## src/rtl/alu_exec_if.sv

```systemverilog
`default_nettype none
// ============================================================================
//  Module   : alu_exec_if
//  Purpose  : Bundles the instruction, status and memory signals exchanged
//             between the upstream pipeline register and the alu_exec stage.
//  Modports : master - upstream stage (drives instruction fields, sees stall
//                      and the registered results)
//             slave  - alu_exec (consumes instruction fields, drives results)
//  Revision : 1.0 - initial release
// ============================================================================
interface alu_exec_if;
    // Instruction fields from the upstream pipeline register
    logic       in_valid;
    logic [3:0] opcode;
    logic [7:0] value;
    logic [7:0] labelValue;
    logic       labelFlag;
    logic       writeMemFlag;
    logic       readMemFlag;
    logic [7:0] regA;
    logic [7:0] regB;
    logic       immediateFlag;
    logic       signFlag;

    // Results and control back to the pipeline
    logic       stall;
    logic       out_valid;
    logic [7:0] result;
    logic       zero;
    logic       carry;
    logic       branch_taken;
    logic [7:0] branch_target;
    logic [7:0] mem_addr;
    logic [7:0] mem_wdata;
    logic       mem_read;
    logic       mem_write;

    modport master (
        output in_valid, opcode, value, labelValue, labelFlag,
               writeMemFlag, readMemFlag, regA, regB, immediateFlag, signFlag,
        input  stall, out_valid, result, zero, carry, branch_taken,
               branch_target, mem_addr, mem_wdata, mem_read, mem_write
    );

    modport slave (
        input  in_valid, opcode, value, labelValue, labelFlag,
               writeMemFlag, readMemFlag, regA, regB, immediateFlag, signFlag,
        output stall, out_valid, result, zero, carry, branch_taken,
               branch_target, mem_addr, mem_wdata, mem_read, mem_write
    );
endinterface
`default_nettype wire

```

## src/rtl/alu_exec.sv

```systemverilog
`default_nettype none
// ============================================================================
//  Module   : alu_exec
//  Purpose  : Execute stage. Single-cycle ALU, load/store address generation
//             and branch resolution, plus an 8-cycle shift-add multiplier
//             that stalls the upstream stage while it runs.
//  Ports    : clk   - clock, all state changes on the rising edge
//             rst_n - asynchronous active-low reset
//             bus   - alu_exec_if.slave: instruction fields in; stall,
//                     out_valid, result, flags, branch and memory outputs out
//  Revision : 1.0 - initial release
// ============================================================================
module alu_exec (
    input  wire logic   clk,
    input  wire logic   rst_n,
    alu_exec_if.slave   bus
);

    localparam logic [3:0] OP_ADD = 4'h0;
    localparam logic [3:0] OP_SUB = 4'h1;
    localparam logic [3:0] OP_AND = 4'h2;
    localparam logic [3:0] OP_OR  = 4'h3;
    localparam logic [3:0] OP_XOR = 4'h4;
    localparam logic [3:0] OP_SHL = 4'h5;
    localparam logic [3:0] OP_SHR = 4'h6;
    localparam logic [3:0] OP_MUL = 4'h7;
    localparam logic [3:0] OP_SLT = 4'h8;
    localparam logic [3:0] OP_MOV = 4'h9;
    localparam logic [3:0] OP_LD  = 4'hA;
    localparam logic [3:0] OP_ST  = 4'hB;
    localparam logic [3:0] OP_BEQ = 4'hC;
    localparam logic [3:0] OP_BNE = 4'hD;
    localparam logic [3:0] OP_JMP = 4'hE;
    localparam logic [3:0] OP_NOP = 4'hF;

    typedef enum logic [0:0] {
        ST_IDLE = 1'b0,
        ST_MUL  = 1'b1
    } state_t;

    state_t     state_q;
    logic [7:0] mul_a_q;
    logic [7:0] mul_b_q;
    logic [7:0] mul_acc_q;
    logic [2:0] mul_cnt_q;

    logic       out_valid_q;
    logic [7:0] result_q;
    logic       zero_q;
    logic       carry_q;
    logic       branch_taken_q;
    logic [7:0] branch_target_q;
    logic [7:0] mem_addr_q;
    logic [7:0] mem_wdata_q;
    logic       mem_read_q;
    logic       mem_write_q;

    logic [7:0] opb_d;
    logic [2:0] shamt_d;
    logic [8:0] add_d;
    logic [8:0] shl_d;
    logic [8:0] shr_d;
    logic [7:0] alu_res_d;
    logic       alu_carry_d;
    logic [7:0] mul_sum_d;

    assign opb_d   = bus.immediateFlag ? bus.value : bus.regB;
    assign shamt_d = opb_d[2:0];
    assign add_d   = {1'b0, bus.regA} + {1'b0, opb_d};

    // Shifts are done on a 9-bit window so the last bit shifted out lands
    // in the extra bit: bit 8 for SHL, bit 0 for SHR. A zero shift leaves
    // that bit 0, which is the required carry for amount 0.
    assign shl_d = {1'b0, bus.regA} << shamt_d;
    assign shr_d = bus.signFlag ? $unsigned($signed({bus.regA, 1'b0}) >>> shamt_d)
                                : ({bus.regA, 1'b0} >> shamt_d);

    // One shift-add step: add the shifted multiplicand when the current
    // multiplier LSB is set. Only the low 8 bits of the product are kept.
    assign mul_sum_d = mul_acc_q + (mul_a_q[0] ? mul_b_q : 8'h00);

    always_comb begin
        alu_res_d   = 8'h00;
        alu_carry_d = 1'b0;
        unique case (bus.opcode)
            OP_ADD: begin
                alu_res_d   = add_d[7:0];
                alu_carry_d = add_d[8];
            end
            OP_SUB: begin
                alu_res_d   = bus.regA - opb_d;
                alu_carry_d = (bus.regA < opb_d);
            end
            OP_AND: alu_res_d = bus.regA & opb_d;
            OP_OR:  alu_res_d = bus.regA | opb_d;
            OP_XOR: alu_res_d = bus.regA ^ opb_d;
            OP_SHL: begin
                alu_res_d   = shl_d[7:0];
                alu_carry_d = shl_d[8];
            end
            OP_SHR: begin
                alu_res_d   = shr_d[8:1];
                alu_carry_d = shr_d[0];
            end
            OP_SLT: begin
                if (bus.signFlag) begin
                    alu_res_d = {7'b0, ($signed(bus.regA) < $signed(opb_d))};
                end else begin
                    alu_res_d = {7'b0, (bus.regA < opb_d)};
                end
            end
            OP_MOV: alu_res_d = opb_d;
            default: begin
                alu_res_d   = 8'h00;
                alu_carry_d = 1'b0;
            end
        endcase
    end

    always_ff @(posedge clk or negedge rst_n) begin
        if (!rst_n) begin
            state_q         <= ST_IDLE;
            mul_a_q         <= 8'h00;
            mul_b_q         <= 8'h00;
            mul_acc_q       <= 8'h00;
            mul_cnt_q       <= 3'd0;
            out_valid_q     <= 1'b0;
            result_q        <= 8'h00;
            zero_q          <= 1'b0;
            carry_q         <= 1'b0;
            branch_taken_q  <= 1'b0;
            branch_target_q <= 8'h00;
            mem_addr_q      <= 8'h00;
            mem_wdata_q     <= 8'h00;
            mem_read_q      <= 1'b0;
            mem_write_q     <= 1'b0;
        end else begin
            // Pulse outputs default low; everything else holds.
            out_valid_q    <= 1'b0;
            branch_taken_q <= 1'b0;
            mem_read_q     <= 1'b0;
            mem_write_q    <= 1'b0;

            unique case (state_q)
                ST_IDLE: begin
                    if (bus.in_valid) begin
                        unique case (bus.opcode)
                            OP_MUL: begin
                                state_q   <= ST_MUL;
                                mul_a_q   <= bus.regA;
                                mul_b_q   <= opb_d;
                                mul_acc_q <= 8'h00;
                                mul_cnt_q <= 3'd0;
                            end
                            OP_ADD, OP_SUB, OP_AND, OP_OR, OP_XOR,
                            OP_SHL, OP_SHR, OP_SLT, OP_MOV: begin
                                out_valid_q <= 1'b1;
                                result_q    <= alu_res_d;
                                carry_q     <= alu_carry_d;
                                zero_q      <= (alu_res_d == 8'h00);
                            end
                            OP_LD, OP_ST: begin
                                out_valid_q <= 1'b1;
                                mem_addr_q  <= opb_d;
                                mem_read_q  <= bus.readMemFlag;
                                mem_write_q <= bus.writeMemFlag;
                                if (bus.opcode == OP_ST) begin
                                    mem_wdata_q <= bus.regA;
                                end
                            end
                            OP_BEQ, OP_BNE, OP_JMP: begin
                                out_valid_q     <= 1'b1;
                                branch_target_q <= bus.labelFlag ? bus.labelValue : bus.value;
                                if (bus.opcode == OP_BEQ) begin
                                    branch_taken_q <= (bus.regA == bus.regB);
                                end else if (bus.opcode == OP_BNE) begin
                                    branch_taken_q <= (bus.regA != bus.regB);
                                end else begin
                                    branch_taken_q <= 1'b1;
                                end
                            end
                            default: begin
                                // NOP: completes with a zero result, flags untouched.
                                out_valid_q <= 1'b1;
                                result_q    <= 8'h00;
                            end
                        endcase
                    end
                end
                ST_MUL: begin
                    mul_acc_q <= mul_sum_d;
                    mul_a_q   <= mul_a_q >> 1;
                    mul_b_q   <= mul_b_q << 1;
                    mul_cnt_q <= mul_cnt_q + 3'd1;
                    if (mul_cnt_q == 3'd7) begin
                        state_q     <= ST_IDLE;
                        out_valid_q <= 1'b1;
                        result_q    <= mul_sum_d;
                        zero_q      <= (mul_sum_d == 8'h00);
                        carry_q     <= 1'b0;
                    end
                end
                default: state_q <= ST_IDLE;
            endcase
        end
    end

    // Stall comes straight from the state so reset drops it immediately and
    // it stays low during the cycle in which a multiply is accepted.
    assign bus.stall         = (state_q == ST_MUL);
    assign bus.out_valid     = out_valid_q;
    assign bus.result        = result_q;
    assign bus.zero          = zero_q;
    assign bus.carry         = carry_q;
    assign bus.branch_taken  = branch_taken_q;
    assign bus.branch_target = branch_target_q;
    assign bus.mem_addr      = mem_addr_q;
    assign bus.mem_wdata     = mem_wdata_q;
    assign bus.mem_read      = mem_read_q;
    assign bus.mem_write     = mem_write_q;

endmodule
`default_nettype wire

```

## src/flat_wrapper.sv

```systemverilog
// flat-port wrapper written by rule: the top's interface ports become plain ports
module alu_exec_flat 
  (clk, rst_n, bus_in_valid, bus_opcode, bus_value, bus_labelValue, bus_labelFlag, bus_writeMemFlag, bus_readMemFlag, bus_regA, bus_regB, bus_immediateFlag, bus_signFlag, bus_stall, bus_out_valid, bus_result, bus_zero, bus_carry, bus_branch_taken, bus_branch_target, bus_mem_addr, bus_mem_wdata, bus_mem_read, bus_mem_write);
  alu_exec_if bus_i ();
  input  wire logic clk;
  input  wire logic rst_n;
  input wire logic [$bits(bus_i.in_valid)-1:0] bus_in_valid;
  input wire logic [$bits(bus_i.opcode)-1:0] bus_opcode;
  input wire logic [$bits(bus_i.value)-1:0] bus_value;
  input wire logic [$bits(bus_i.labelValue)-1:0] bus_labelValue;
  input wire logic [$bits(bus_i.labelFlag)-1:0] bus_labelFlag;
  input wire logic [$bits(bus_i.writeMemFlag)-1:0] bus_writeMemFlag;
  input wire logic [$bits(bus_i.readMemFlag)-1:0] bus_readMemFlag;
  input wire logic [$bits(bus_i.regA)-1:0] bus_regA;
  input wire logic [$bits(bus_i.regB)-1:0] bus_regB;
  input wire logic [$bits(bus_i.immediateFlag)-1:0] bus_immediateFlag;
  input wire logic [$bits(bus_i.signFlag)-1:0] bus_signFlag;
  output wire logic [$bits(bus_i.stall)-1:0] bus_stall;
  output wire logic [$bits(bus_i.out_valid)-1:0] bus_out_valid;
  output wire logic [$bits(bus_i.result)-1:0] bus_result;
  output wire logic [$bits(bus_i.zero)-1:0] bus_zero;
  output wire logic [$bits(bus_i.carry)-1:0] bus_carry;
  output wire logic [$bits(bus_i.branch_taken)-1:0] bus_branch_taken;
  output wire logic [$bits(bus_i.branch_target)-1:0] bus_branch_target;
  output wire logic [$bits(bus_i.mem_addr)-1:0] bus_mem_addr;
  output wire logic [$bits(bus_i.mem_wdata)-1:0] bus_mem_wdata;
  output wire logic [$bits(bus_i.mem_read)-1:0] bus_mem_read;
  output wire logic [$bits(bus_i.mem_write)-1:0] bus_mem_write;
  assign bus_i.in_valid = bus_in_valid;
  assign bus_i.opcode = bus_opcode;
  assign bus_i.value = bus_value;
  assign bus_i.labelValue = bus_labelValue;
  assign bus_i.labelFlag = bus_labelFlag;
  assign bus_i.writeMemFlag = bus_writeMemFlag;
  assign bus_i.readMemFlag = bus_readMemFlag;
  assign bus_i.regA = bus_regA;
  assign bus_i.regB = bus_regB;
  assign bus_i.immediateFlag = bus_immediateFlag;
  assign bus_i.signFlag = bus_signFlag;
  assign bus_stall = bus_i.stall;
  assign bus_out_valid = bus_i.out_valid;
  assign bus_result = bus_i.result;
  assign bus_zero = bus_i.zero;
  assign bus_carry = bus_i.carry;
  assign bus_branch_taken = bus_i.branch_taken;
  assign bus_branch_target = bus_i.branch_target;
  assign bus_mem_addr = bus_i.mem_addr;
  assign bus_mem_wdata = bus_i.mem_wdata;
  assign bus_mem_read = bus_i.mem_read;
  assign bus_mem_write = bus_i.mem_write;
  alu_exec u_core (.clk(clk), .rst_n(rst_n), .bus(bus_i));
endmodule
```

## config.mk

```make
export PLATFORM = sky130hd
export DESIGN_NAME = alu_exec_flat
export DESIGN_NICKNAME = d
export VERILOG_FILES = /design/src/rtl/alu_exec_if.sv /design/src/rtl/alu_exec.sv /design/src/flat_wrapper.sv
export SDC_FILE = /design/constraint.sdc
export NUM_CORES = 1
export LEC_CHECK = 0
export ABC_CLOCK_PERIOD_IN_PS = 3700
export CAP_MARGIN = 10
export CORE_AREA = 10 10 109 111
export CTS_BUF_LIST = sky130_fd_sc_hd__clkbuf_8
export CTS_CLUSTER_DIAMETER = 60
export DETAILED_ROUTE_END_ITERATION = 10
export DIE_AREA = 0 0 119 121
export GPL_ROUTABILITY_DRIVEN = 0
export HOLD_SLACK_MARGIN = 0.02
export PLACE_DENSITY = 0.79
export SLEW_MARGIN = 20
export SYNTH_ARGS = -nofsm -noshare
export SYNTH_HDL_FRONTEND = slang
export SYNTH_SLANG_ARGS = --single-unit
```

## constraint.sdc

```tcl
create_clock -name clk -period 3.7 [get_ports clk]
set_clock_uncertainty 0.2 [all_clocks]
set_input_delay 0.555 -clock clk [delete_from_list [all_inputs] [get_ports clk]]
set_output_delay 0.555 -clock clk [all_outputs]
set_load 0.05 [all_outputs]
```

==> results of run 1 <==
## worst register-to-register path, delay by kind of cell, from the launching register on
kind                     cells  cell delay, ps
XOR/XNOR                     1             200
AND/OR/NAND/NOR              4            1290
adder cells (fa/ha/maj)      2             670
AO/OA/AOI/OAI                2             180
flip-flops                   1             480
## through the flow
stage,hold WS [ps],instances,setup slack [ps]
6_report,115.7,913,61.48
5_1_grt,170.9,913,18.54
4_1_cts,141.6,912,4.630
3_5_place_dp,269.0,895,-621.2
3_3_place_gp,263.0,895,-574.3
2_1_floorplan,59.41,630,7.964
## layout make-up
class / instances / area share
multi-input cells: 499 / 0.4760
flip-flops and latches: 66 / 0.2386
repair buffers: 175 / 0.2187
well taps: 133 / 0.02404
clock buffers: 9 / 0.01790
inverters: 24 / 0.01338
clock inverters: 7 / 0.01139
## synthesized netlist by cell type, types with 8 or more instances
library cell	count	area share
nand2_1	87	0.063
dfrtp_1	66	0.32
nor2_1	63	0.046
o21ai_0	58	0.056
a21oi_1	56	0.054
clkbuf_1	34	0.025
ha_1	34	0.083
mux2i_1	32	0.062
inv_1	22	0.016
and2_1	12	0.015
xnor2_1	12	0.020
xor2_1	12	0.020
nand3_1	10	0.0097
nor3_1	8	0.0078
## timing repair
action / CTS / global route
setup buffers: 1 / 1
cloned: 0 / 0
pin swaps: 1 / 4
resized for setup: 2 / 11
setup endpoints to repair: 4 / 4
## report_power, final
| group | switching, mW | total (mW) | internal (mW) |
|---|---|---|---|
| Clock | 0.305 | 0.621 | 0.316 |
| Combinational | 1.38 | 2.17 | 0.791 |
| Sequential | 0.196 | 1.19 | 0.993 |
| Total | 1.88 | 3.98 | 2.10 |
## path summary, 6_finish.rpt
check                                                        end
max in group asynchronous        u_core.mul_cnt_q[0]$_DFFE_PN0P_
min in group clk                u_core.bus.result[5]$_DFFE_PN0P_
worst max register to register       u_core.bus.zero$_DFFE_PN0P_
worst min-delay path              u_core.bus.mem_write$_DFF_PN0_
worst max-delay path                 u_core.bus.zero$_DFFE_PN0P_
worst min register to register  u_core.bus.result[5]$_DFFE_PN0P_
## logic make-up (layout without fill, tap and decap cells)
logic type / after synthesis / count (layout) / synth area share
adder cells (fa/ha/maj): 37 / 37 / 0.09415
multiplexers: 38 / 38 / 0.08444
XOR/XNOR: 24 / 24 / 0.04077
AND/OR/NAND/NOR: 217 / 217 / 0.1905
buffers and inverters: 65 / 215 / 0.05047
AO/OA/AOI/OAI: 183 / 183 / 0.2194
flip-flops: 66 / 66 / 0.3203
## sequential cells by signal, indices dropped and copies added (netlist names), 3 cells and up
register / count
u_core.bus.branch_target: 8
u_core.bus.mem_addr: 8
u_core.bus.mem_wdata: 8
u_core.bus.result: 8
u_core.mul_a_q: 8
u_core.mul_acc_q: 8
u_core.mul_b_q: 8
u_core.mul_cnt_q: 3
## metal layers
metal / share of wire / wire length [µm] / global-route usage / up-vias
met4: 0.051 / 926 / 0.1145 / 0
met2: 0.45 / 8180 / 0.3928 / 403
met3: 0.12 / 2197 / 0.06794 / 96
li1: - / - / - / 2532
met1: 0.38 / 6943 / 0.3119 / 2546
met5: 0 / 0 / 0 / -
==> results.toml, run 1 <==
[outcome]
outcome = "complete, no violations"

[global_routing]
globalRoute.totalOverflow = 0
grt_antenna_before_repair = 0
grt.total_usage = 0.2493
grt_max_degree = 42
grt_pass1_wl_um = 29210
grt_pass1_vias = 5374

[logic_synthesis]
yosysWarnings = 0
synth_edf_count = 0
synth_fp_nets = 711
ys_types = 63
syn_area_per_cell_um2 = 8.184
synth_area_mm2 = 0.005156
async_flop_share = 1.000
synthCells = 630
synth_flop_cell = "dfrtp_1"
yosysSeqAreaShare = 0.3203
ys_ff_latch = 66

[critical_path]
worstSetupStartpoint = "bus_regB[1]"
worstReg2RegStart = "u_core.mul_a_q[0]$_DFFE_PN0P_"
worstPathMaxFanout = 2
cp.required_ps = 3770
path_delay_family = "simple AND/OR/NAND/NOR gates"
worstRegToRegCells = 9
cp_cell_sequence = "clkdlybuf4s50_1 -> mux2i_4 -> fa_1 -> or2_2 -> a32oi_2 -> o22ai_1 -> nand2b_1 -> o2111ai_2 -> or4_4 -> or3_4 -> o31ai_2"
critPathLaunchType = "input port"
max_stage_delay_ps = 550
arrival_ps = 3710
crit_slowest_cell = "or4_4"
critPathBufInv = 1
endpoint_kind = "flop"
cp_num_cells = 11
rrSetupSlack_ps = 600
crit_type = "in -> reg"

[drt]
dr.pass1.iters = 6
drt_iter0_drc = 773
via_per_inst = 6.108
routed_wl_um = 18250
via_count = 5577
drt.antenna.violating_nets = 0
drc = 0
wl_per_cell_um = 19.99

[power]
p_leak_nw = 3.168
power_density_mw_per_mm2 = 574.6
vdd_drop_max_uv = 473.3
p_total_mw = 3.977

[finish]
nNetsFinal = 856
seqCellArea_mm2 = 0.001652
antenna_cells = 0
layout-area-overhead-vs-synth_pct = 34.24
fillers = 754
layout-drive-gt1-share = 0.1679
layout_commonest_cell = "buf_4"
multi_input_area_mm2 = 0.003294
layout_common_cells = "buf_4 (93), nand2_1 (87), clkdlybuf4s50_1 (78), dfrtp_1 (66), nor2_1 (63)"
final_util = 0.7181
post-route-cell-area_mm2 = 0.006922

[sta]
worst_pin_slew_ps = 1061
finalMaxSlewViolations = 0
slew_headroom = 0.2924
fin_crit_sh = 0.9834
max_freq_mhz = 274.8
fin_setup_tns_ps = 0
rsz0062_at_grt = "false"
min_period_ps = 3639
report.final.setup_viol = 0
hold_violations = 0

[cts]
cts.reportedPaths.clkPinSlew_ps = 80
cts_buffers = 9
insertion_delay_ps = 350
htreeDepth = 3
cts.path.max_buffers = 2
postCtsHoldBufs = 0
cts_sinks = 66
clock-root-buffer = "clkbuf_8"
cts_tree = "built"

[die]
die_area_mm2 = 0.01440
ioPinCount = 83
fp.dieW_um = 119
floorplan.die.height_um = 121
fp.coreArea_mm2 = 0.009639
start_util = 0.5349
rows = 36

[placement]
place_area_mm2 = 0.006670
portBuffers = 82
place_hpwl_um = 13890

[job]
max_cap_violations = 0

[hold_path]
holdCritPathClass = "in -> async"
(Power assumes the default switching activity.)
==> inputs of run 2 (changes only) <==
- GPL_ROUTABILITY_DRIVEN: 0 -> not set
==> results.toml, run 2 (synthesis gave the netlist of run 1 again) <==
[cts]
htreeDepth = 3
postCtsHoldBufs = 0
cts_sinks = 66
clock-root-buffer = "clkbuf_8"
cts_buffers = 9
cts_tree = "built"
cts.reportedPaths.clkPinSlew_ps = 90
cts.path.max_buffers = 2
cts_post_setup_buffers_inserted = 0
insertion_delay_ps = 350

[placement]
portBuffers = 82
gp_congestion = 1.071
place_hpwl_um = 14960
place_area_mm2 = 0.006723

[power]
p_int_mw = 2.177
p_leak_nw = 3.182
comb_power_share = 0.535
swShare = 0.4677
power_density_mw_per_mm2 = 586.0
p_seq_frac = 0.294
switchingPower_mw = 1.912
vdd_drop_max_uv = 503.7
clockPowerShare = 0.171
p_total_mw = 4.089

[die]
rows = 36
ioPinCount = 83
start_util = 0.5349
floorplan.die.height_um = 121
die_area_mm2 = 0.01440
fp.dieW_um = 119
fp.coreArea_mm2 = 0.009639

[critical_path]
crit_type = "in -> reg"
cpMostUsedCell = "inv_1"
max_stage_delay_ps = 480
critPathLaunchType = "input port"
regToRegEndpoint = "u_core.bus.zero$_DFFE_PN0P_"
worstPathMaxFanout = 2
worstRegToRegCells = 10
arrival_ps = 3630
cp.required_ps = 3760
cp_cell_sequence = "clkdlybuf4s50_1 -> inv_1 -> ha_2 -> inv_1 -> fa_1 -> or2_2 -> a32oi_1 -> o22ai_1 -> nand2b_1 -> o2111ai_1 -> or4_4 -> or3_1 -> o31ai_2"
worstReg2RegStart = "u_core.mul_a_q[0]$_DFFE_PN0P_"
endpoint_kind = "flop"
rrSetupSlack_ps = 440
crit_slowest_cell = "clkdlybuf4s50_1"

[finish]
nNetsFinal = 856
multi_input_area_mm2 = 0.003284
antenna_cells = 0
seqCellArea_mm2 = 0.001652
fillers = 749
layout_common_cells = "nand2_1 (87), buf_4 (87), clkdlybuf4s50_1 (78), dfrtp_1 (66), nor2_1 (63)"
layout-drive-gt1-share = 0.1667
post-route-cell-area_mm2 = 0.006978
layout-area-overhead-vs-synth_pct = 35.33

[global_routing]
grt_pass1_vias = 5339
grt_antenna_before_repair = 0
grt.total_usage = 0.2644
grt_pass1_wl_um = 30550
grt_max_degree = 38
globalRoute.totalOverflow = 0

[sta]
worst_pin_slew_ps = 1014
slew_headroom = 0.3241
rsz0062_at_grt = "false"
hold_violations = 0
fin_setup_tns_ps = 0
min_period_ps = 3570
whs_ps = 12.24
finalMaxSlewViolations = 0
max_freq_mhz = 280.1
fin_crit_sh = 0.9648
report.final.setup_viol = 0

[drt]
drc = 0
wl_per_cell_um = 21.22
drt.antenna.violating_nets = 0
via_per_inst = 5.935
routed_wl_um = 19380
dr.pass1.iters = 5
via_count = 5419
drt_iter0_drc = 659

[job]
max_cap_violations = 0

[outcome]
outcome = "complete, no violations"

[hold_path]
holdCritPathClass = "in -> async"
run 2: cell types whose count changed in the layout (fill, tap and decap cells not counted), sizes merged:
cell	previous run	this run
dlymetal6s2s	2	0
clkinvlp	2	0
bufinv	1	2
dlygate4sd2	0	2
inv	25	26
run 2: area by class of cell:
cell class / count / share of cell area
repair buffers: 175 / 0.2234
inverters: 24 / 0.01327
multi-input cells: 499 / 0.4707
clock buffers: 9 / 0.01775
clock inverters: 7 / 0.01434
well taps: 133 / 0.02385
flip-flops and latches: 66 / 0.2367
run 2: layer usage:
metal | share of wire | vias up | wire (µm) | global-route usage
li1 | - | 2526 | - | -
met4 | 0.039 | 0 | 762 | 0.1107
met2 | 0.44 | 270 | 8522 | 0.4084
met1 | 0.44 | 2572 | 8484 | 0.3549
met3 | 0.083 | 51 | 1607 | 0.04933
met5 | 0 | - | 0 | 0
run 2: per-stage QoR:
| stage | util | setup WS, ps | instances |
|---|---|---|---|
| 6_report | 0.7239 | 130.3 | 913 |
| 5_1_grt | 0.7239 | 4.617 | 913 |
| 4_1_cts | 0.7216 | 24.60 | 913 |
| 3_5_place_dp | 0.6974 | -651.1 | 897 |
| 3_3_place_gp | 0.6974 | -577.3 | 897 |
| 2_1_floorplan | - | 7.964 | 630 |
run 2: critical path: cells and delay by family:
family / cells / cell delay, ps
AO/OA/AOI/OAI: 4 / 670
buffers and inverters: 3 / 610
AND/OR/NAND/NOR: 4 / 1190
adder cells (fa/ha/maj): 2 / 610
run 2: what timing repair did:
item | in CTS | in global routing
setup endpoints to repair | 5 | 4
pin swaps | 1 | 1
gates resized for setup | 6 | 10
gates cloned | 0 | 0
run 2: how the worst max path moves through the flow:
stage                      startpoint                     endpoint  slack [ps]  cells past startpoint
floorplan           bus_immediateFlag  u_core.bus.zero$_DFFE_PN0P_           8                     14
global placement    bus_immediateFlag  u_core.bus.zero$_DFFE_PN0P_        -580                     14
detailed placement  bus_immediateFlag  u_core.bus.zero$_DFFE_PN0P_        -650                     14
CTS                 bus_immediateFlag  u_core.bus.zero$_DFFE_PN0P_          20                     14
global route              bus_regA[0]  u_core.bus.zero$_DFFE_PN0P_           5                     13
finish                    bus_regA[0]  u_core.bus.zero$_DFFE_PN0P_         130                     13
run 2: power by group through the flow:
stage | Combinational, mW | Clock, mW | Sequential [mW]
3_5_place_dp | 2.16 | 0 | 1.21
5_1_grt | 2.34 | 0.734 | 1.24
6_report | 2.19 | 0.698 | 1.20
2_1_floorplan | 0.780 | 0 | 1.73
3_3_place_gp | 2.09 | 0 | 1.18
4_1_cts | 2.18 | 0.701 | 1.20
